--- config.mk ---
export PLATFORM = sky130hd
export DESIGN_NAME = synth_reg_arbiter
export DESIGN_NICKNAME = d
export VERILOG_FILES = /design/src/rtl/synth_reg_arbiter.sv
export SDC_FILE = /design/constraint.sdc
export NUM_CORES = 1
export LEC_CHECK = 0
export BUFFER_PORTS_ARGS = -buffer_cell sky130_fd_sc_hd__buf_2
export CAP_MARGIN = 40
export CORE_ASPECT_RATIO = 0.8
export CORE_MARGIN = 5
export CORE_UTILIZATION = 35
export DETAILED_ROUTE_END_ITERATION = 10
export SLEW_MARGIN = 10
export SYNTH_ARGS = -nofsm -noshare
export SYNTH_HDL_FRONTEND = slang
export SYNTH_SLANG_ARGS = --single-unit
--- constraint.sdc ---
create_clock -name reg_clk -period 5.4 [get_ports reg_clk]
set_input_delay 0.27 -clock reg_clk [delete_from_list [all_inputs] [get_ports reg_clk]]
set_output_delay 0.27 -clock reg_clk [all_outputs]
set_load 0.02 [all_outputs]
--- src/rtl/synth_reg_arbiter.sv ---
// Shares the synth parameter register bus between the MIDI controller (m_) and the host
// bridge (h_), sequencing one single-beat register access per granted request.
module synth_reg_arbiter #(
  parameter int unsigned RD_LAT    = 1,
  parameter bit          MIDI_PRIO = 1'b0
) (
  input  logic       reg_clk,
  input  logic       reset_reg_N,
  input  logic       m_req,
  input  logic       m_we,
  input  logic [3:0] m_sel,
  input  logic [6:0] m_adr,
  input  logic [7:0] m_wdata,
  output logic       m_ack,
  output logic       m_err,
  output logic [7:0] m_rdata,
  input  logic       h_req,
  input  logic       h_we,
  input  logic [3:0] h_sel,
  input  logic [6:0] h_adr,
  input  logic [7:0] h_wdata,
  output logic       h_ack,
  output logic       h_err,
  output logic [7:0] h_rdata,
  output logic [6:0] adr,
  output logic       write,
  output logic       read,
  output logic       osc_sel,
  output logic       com_sel,
  output logic       m1_sel,
  output logic       m2_sel,
  output logic [7:0] synth_data_in,
  input  logic [7:0] mixer_regdata_out,
  output logic       busy,
  output logic       gnt_host
);

  typedef enum logic [2:0] {StIdle, StCheck, StAccess, StWait, StDone} state_e;

  localparam logic [2:0] RdLatCnt = 3'(RD_LAT);

  state_e     state_q;
  logic       last_host_q;
  logic       we_q;
  logic [3:0] sel_q;
  logic [6:0] adr_q;
  logic [7:0] wdata_q;
  logic [2:0] cnt_q;

  logic pick_host;
  logic sel_ok;

  // Round-robin favours whichever port was not granted last; reset leaves host as "last".
  always_comb begin
    pick_host = h_req & (~m_req | (~MIDI_PRIO & ~last_host_q));
    sel_ok    = (sel_q != 4'd0) && ((sel_q & (sel_q - 4'd1)) == 4'd0);
  end

  always_ff @(posedge reg_clk or negedge reset_reg_N) begin
    if (!reset_reg_N) begin
      state_q       <= StIdle;
      last_host_q   <= 1'b1;
      we_q          <= 1'b0;
      sel_q         <= 4'd0;
      adr_q         <= 7'd0;
      wdata_q       <= 8'd0;
      cnt_q         <= 3'd0;
      m_ack         <= 1'b0;
      m_err         <= 1'b0;
      m_rdata       <= 8'd0;
      h_ack         <= 1'b0;
      h_err         <= 1'b0;
      h_rdata       <= 8'd0;
      adr           <= 7'd0;
      write         <= 1'b0;
      read          <= 1'b0;
      osc_sel       <= 1'b0;
      com_sel       <= 1'b0;
      m1_sel        <= 1'b0;
      m2_sel        <= 1'b0;
      synth_data_in <= 8'd0;
      busy          <= 1'b0;
      gnt_host      <= 1'b0;
    end else begin
      m_ack <= 1'b0;
      h_ack <= 1'b0;
      m_err <= 1'b0;
      h_err <= 1'b0;
      write <= 1'b0;
      read  <= 1'b0;
      unique case (state_q)
        StIdle: begin
          if (m_req || h_req) begin
            state_q     <= StCheck;
            busy        <= 1'b1;
            gnt_host    <= pick_host;
            last_host_q <= pick_host;
            we_q        <= pick_host ? h_we    : m_we;
            sel_q       <= pick_host ? h_sel   : m_sel;
            adr_q       <= pick_host ? h_adr   : m_adr;
            wdata_q     <= pick_host ? h_wdata : m_wdata;
          end
        end
        StCheck: begin
          if (!sel_ok) begin
            state_q <= StDone;
            if (gnt_host) begin
              h_ack   <= 1'b1;
              h_err   <= 1'b1;
              h_rdata <= 8'd0;
            end else begin
              m_ack   <= 1'b1;
              m_err   <= 1'b1;
              m_rdata <= 8'd0;
            end
          end else begin
            state_q                            <= StAccess;
            adr                                <= adr_q;
            {m2_sel, m1_sel, com_sel, osc_sel} <= sel_q;
            synth_data_in                      <= we_q ? wdata_q : 8'd0;
            write                              <= we_q;
            read                               <= ~we_q;
          end
        end
        StAccess: begin
          if (we_q) begin
            state_q                            <= StDone;
            adr                                <= 7'd0;
            {m2_sel, m1_sel, com_sel, osc_sel} <= 4'd0;
            synth_data_in                      <= 8'd0;
            if (gnt_host) h_ack <= 1'b1;
            else          m_ack <= 1'b1;
          end else begin
            state_q <= StWait;
            cnt_q   <= RdLatCnt;
          end
        end
        StWait: begin
          if (cnt_q == 3'd1) begin
            state_q                            <= StDone;
            adr                                <= 7'd0;
            {m2_sel, m1_sel, com_sel, osc_sel} <= 4'd0;
            synth_data_in                      <= 8'd0;
            if (gnt_host) begin
              h_ack   <= 1'b1;
              h_rdata <= mixer_regdata_out;
            end else begin
              m_ack   <= 1'b1;
              m_rdata <= mixer_regdata_out;
            end
          end else begin
            cnt_q <= cnt_q - 3'd1;
          end
        end
        StDone: begin
          state_q <= StIdle;
          busy    <= 1'b0;
        end
        default: state_q <= StIdle;
      endcase
    end
  end

endmodule

# After elaboration in Yosys (flattened, before gate mapping)
# Index checks and enable logic that the tools add are counted.
# Widths: inputs -> output; s select.
dict set report op_classes {
  addsub 2
  eq_ne 16
  mux 59
  bitwise_logic 6
  reduce_logical 16
}
# cell count
set ops {}
lappend ops {{$mux 8} 13}
lappend ops {{$pmux 8 s2} 2}
lappend ops {{$mux 7} 4}
lappend ops {{$pmux 8 s3} 1}
lappend ops {{$mux 1} 22}
lappend ops {{$ne 2x2->1 const B} 11}
lappend ops {{$pmux 7 s3} 1}
lappend ops {{$mux 3} 6}
lappend ops {{$pmux 1 s3} 6}
lappend ops {{$pmux 3 s4} 1}
lappend ops {{$reduce_and 5->1} 2}
lappend ops {{$eq 3x1->1 const B} 2}
lappend ops {{$eq 3x2->1 const B} 2}
lappend ops {{$pmux 3 s2} 1}
lappend ops {{$reduce_and 2->1} 3}
lappend ops {{$reduce_bool 2->1} 3}
lappend ops {{$and 4x4->4} 1}
lappend ops {{$logic_not 4->1} 1}
lappend ops {{$mux 4} 1}
lappend ops {{$reduce_and 4->1} 1}
lappend ops {{$reduce_bool 4->1} 1}
lappend ops {{$sub 4x1->4 const B} 1}
lappend ops {{$eq 3x3->1 const B} 1}
lappend ops {{$logic_not 3->1} 1}
lappend ops {{9 further kinds} 11}
dict set report word_totals {
  regBits 70
  in_bits 52
  output_inout_bits 43
  wordCells 122
}

# Longest topological paths before layout
dict set report logic_depth {
  word_depth 6
  mapped_depth 8
}

# Worst setup path before layout
# OpenSTA, ideal clock, no wires.
dict set report synth_path {
  path_kind {register -> register}
  start {register sel_q[1]}
  end {register synth_data_in[0]}
  t_arrival_ps 1631
  required_ps 5278
  slack_ps 3647
  path_stages_with_launch 7
  period_less_slack_ps 1753
  cell_sequence {dfrtp_1 -> or4b_1 -> o311ai_2 -> o22ai_2 -> buf_6 -> buf_6 -> o2bb2ai_1}
}
dict set report synth_via {
  elab_chain_len 6
  elab_cells_between_ends 7
}
# item line
set synth_lines {}
lappend synth_lines {{from (decl)} 45} ;# logic [3:0] sel_q;
lappend synth_lines {{from (signal assigned)} 99} ;# sel_q <= pick_host ? h_sel : m_sel;
lappend synth_lines {{$sub 4x1->4} 56} ;# sel_ok = (sel_q != 4'd0) && ((sel_q & (sel_q - 4'd1)) == 4'd0);
lappend synth_lines {{$and 4x4->4} 56}
lappend synth_lines {{$logic_not 4->1} 56}
lappend synth_lines {{$logic_and 1x1->1 *} 56}
lappend synth_lines {{$ne 2x2->1 (no line) *} n/a}
lappend synth_lines {{$reduce_and 4->1 (no line) *} n/a}
lappend synth_lines {{to (signal assigned)} 120} ;# synth_data_in <= we_q ? wdata_q : 8'd0;
lappend synth_lines {{to (decl)} 32} ;# output logic [7:0] synth_data_in,
# Mark *: on every way between the ends. The rest lies on a longest branch, timed or not.
# A chain may end at the register's enable or synchronous reset.

# Final worst setup path
dict set report layout_path {
  start {register state_q[2]}
  end {register adr[5]}
}
dict set report layout_via {
  elab_chain_len 3
  elab_cells_between_ends 9
}
# item line
set layout_lines {}
lappend layout_lines {{from (decl)} 42} ;# state_e state_q;
lappend layout_lines {{from (signal assigned)} 61} ;# state_q <= StIdle;
lappend layout_lines {{from (signal assigned)} 94} ;# state_q <= StCheck;
lappend layout_lines {{from (signal assigned)} 106} ;# state_q <= StDone;
lappend layout_lines {{$eq 3x1->1 / $eq 3x2->1 (equally long branches)} 91} ;# unique case (state_q)
lappend layout_lines {{$ne 2x2->1 (no line) / $reduce_bool 3->1 (equally long branches)} n/a}
lappend layout_lines {{$reduce_and 4->1 (no line)} n/a}
lappend layout_lines {{to (signal assigned)} 118} ;# adr <= adr_q;
lappend layout_lines {{to (decl)} 25} ;# output logic [6:0] adr,
# Several ways; a longest one is shown, not always the timed one.

==> flow_metrics.env <==
export IMPL_run_status="completed"
export IMPL_die_area_mm2=0.0114
export IMPL_core_mm2=0.00908
export IMPL_peakVddDrop_uv=211
export IMPL_grt_pass1_wl_um=13400
export IMPL_htreeDepth=3
export IMPL_gp_congestion=0.720
export IMPL_seqCellArea_mm2=0.00175
export IMPL_synth_seq_cells=70
export IMPL_drv_cap=0
export IMPL_p_leak_nw=2.12
export IMPL_critical_path_required_ns=5.65
export IMPL_rsz0062_at_grt="no"
export IMPL_reg2reg_to="adr[5]"
export IMPL_cts_buffer_depth=2
export IMPL_area_growth_pct=29.0
export IMPL_grt_pass1_vias=2683
export IMPL_syn_area_mm2=0.00327
export IMPL_diodes=0
export IMPL_vias=2617
export IMPL_drt_pass1_iterations=4
export IMPL_p_sw_mw=1.08
export IMPL_crit_fanout=23
export IMPL_clk_pin_slew_worst_paths_ns=0.06
export IMPL_ant_nets=0
export IMPL_slew_headroom_pct=39.6
export IMPL_seqPwrFrac_pct=36.8
export IMPL_dp_hpwl_um=5760
export IMPL_hp_start="m_req"
export IMPL_whs_path_depth=2
export IMPL_wirelength_um=7880
export IMPL_cts_made_buffers=9
export IMPL_end_kind="register"
export IMPL_holdCritPathClass="in -> reg"
export IMPL_start_kind="register"
export IMPL_synth_edf_count=0
export IMPL_drc=0
export IMPL_final_util_pct=46.4
export IMPL_hold_end="last_host_q"
export IMPL_reg2reg_setup_slack_ns=3.00
export IMPL_syn_nets=377
export IMPL_pwr_share_comb_pct=42.4
export IMPL_wl_per_cell_um=14.8
export IMPL_grt_max_degree=47
export IMPL_layout_nets=468
export IMPL_gr_total_overflow=0
export IMPL_switching_share_pct=41.6
export IMPL_max_freq_mhz=417
export IMPL_dpl_cell_area_mm2=0.00393
export IMPL_final_area_mm2=0.00421
export IMPL_worstSetupPathType="reg -> reg"
export IMPL_synth_ff_type="dfrtp_1"
export IMPL_synthArstFlopShare_pct=100
export IMPL_fillerInstances=888
export IMPL_multi_input_area_mm2=0.00135
export IMPL_viasPerCell=4.90
export IMPL_clkPwrFrac_pct=20.8
export IMPL_fin_crit_sh_pct=44.4
export IMPL_antenna_found_initial=0
export IMPL_yosysSeqAreaShare_pct=53.7
export IMPL_finClkSkew_ns=0.00691
export IMPL_rr_worst_depth=5
export IMPL_cts_tree="built"
export IMPL_fin_setup_tns_ns=0
export IMPL_rows=31
export IMPL_dieHeight_um=96.4
export IMPL_worstPathArrival_ns=2.65
export IMPL_port_buffers=94
export IMPL_clk_latency_ns=0.33
export IMPL_internal_power_mw=1.51
export IMPL_drive_above_1_share_pct=29.6
export IMPL_synth_area_leaders="dfrtp_1 (53%), mux2i_1 (9.5%), nand2_1 (6.3%)"
export IMPL_yosysMostFrequentCell="dfrtp_1"
export IMPL_die_x_um=118
export IMPL_cellPowerDensity_mw_per_mm2=614
export IMPL_start_util_pct=36.0
export IMPL_yosysWarnings=0
export IMPL_root_buffer="clkbuf_16"
export IMPL_groute_usage_overall_pct=14.6
export IMPL_netlist_instances=323
export IMPL_drt_initial_drc_count=147
export IMPL_netlist_cell_type_count=38
export IMPL_setup_violations=0
export IMPL_synth_top_cell_by_area="dfrtp_1"
export IMPL_synth_top_cell_area_share_pct=52.9
export IMPL_synth_commonest_cells="dfrtp_1 (69), nand2_1 (55), mux2i_1 (31), o21ai_0 (31), inv_1 (21)"
export IMPL_clkSinkCount=70
export IMPL_pin_count=95
export IMPL_avgSynthCellArea_um2=10.1
export IMPL_fin_crit_ns=2.40
export IMPL_r2r_start="state_q[2]"
export IMPL_hold_violations=0
export IMPL_tightest_slew_ns=0.906
export IMPL_drv_slew=0
## cells in the final DEF (no fill, tap or decap), drive strengths merged, types with 3 or more instances in the layout
cell type / synthesis / final
a22oi: 9 / 9
buf: 7 / 102
clkbuf: 16 / 10
clkinvlp: 0 / 5
dfrtp: 69 / 69
inv: 21 / 22
mux2i: 31 / 31
nand2: 55 / 55
nand2b: 7 / 7
nand3: 9 / 9
nand4: 8 / 8
nor2: 6 / 6
nor2b: 11 / 11
nor3: 3 / 3
o21ai: 32 / 32
o221ai: 8 / 8
o2bb2ai: 8 / 8
## sequential cells by signal (all words and copies together) (netlist names), 4 cells and up
signal / flops
sel_q: 4
synth_data_in: 8
h_rdata: 8
adr_q: 7
adr: 7
m_rdata: 8
wdata_q: 8
## power groups by stage
stage	clock network, mW	registers [mW]	logic (mW)
CTS	0.552	0.952	1.11
floorplan	0	1.05	0.640
global placement	0	0.972	1.00
finish	0.538	0.950	1.10
detailed placement	0	0.962	1.11
global route	0.571	0.993	1.23
## cell type report
cell class                      instances  area share (%)
Timing Repair Buffer                  103            14.6
Multi-Input combinational cell        209            32.0
Tap cell                              115            3.42
Sequential cell                        70            41.6
Inverter                               21            1.87
Clock inverter                          6            1.10
Clock buffer                           10            5.44
## per-stage QoR
step	worst slack, ns	total power [mW]	std cells	hold slack, ns
after floorplan	3.65	1.69	323	-0.0256
after detailed placement	3.01	2.07	517	0.284
after CTS	3.00	2.62	534	0.163
after global placement	2.91	1.97	511	0.464
final	3.00	2.59	534	0.175
after global routing	2.75	2.80	534	0.169
## logic make-up (layout without fill, tap and decap cells)
kind of cell             after synthesis  in the layout  share of synthesized area [%]
AND/OR/NAND/NOR                      107            107                           15.9
AO/OA/AOI/OAI                         68             68                           14.3
adder cells (fa/ha/maj)                2              2                          0.766
multiplexers                          31             31                           9.50
flip-flops                            70             70                           53.7
XOR/XNOR                               1              1                          0.268
buffers and inverters                 44            140                           5.63
## worst max-delay path by stage
stage	startpoint	endpoint	slack, ns	cells after the start
after CTS	state_q[2]	adr[5]	3.00	5
after floorplan	sel_q[1]	synth_data_in[0]	3.65	6
after global placement	state_q[2]	m1_sel	2.91	4
final	state_q[2]	adr[5]	3.00	5
after global routing	state_q[2]	adr[5]	2.75	5
after detailed placement	state_q[2]	adr[5]	3.01	5
## worst max-delay path, stage by stage (launching register included)
cell and delay, ns:
dfrtp_1 0.49, nand2b_1 0.75, nor2_1 0.12, o22ai_2 0.52, buf_8 0.23, mux2i_1 0.20
## routing by layer
metal	up-vias	track usage, %	share of wire (%)
met1	1251	19.4	46
met2	50	23.3	48
met4	0	4.58	1.4
met3	9	4.13	4.2
met5	-	0	0
li1	1307	-	-
## timing repair
| item | CTS | global route |
|---|---|---|
| endpoints found under the hold margin | 24 | 0 |
| setup buffers | 0 | 0 |
| gates resized for setup | 0 | 0 |
| hold buffers | 1 | 0 |
No activity file was read; power rests on OpenSTA's default activity.
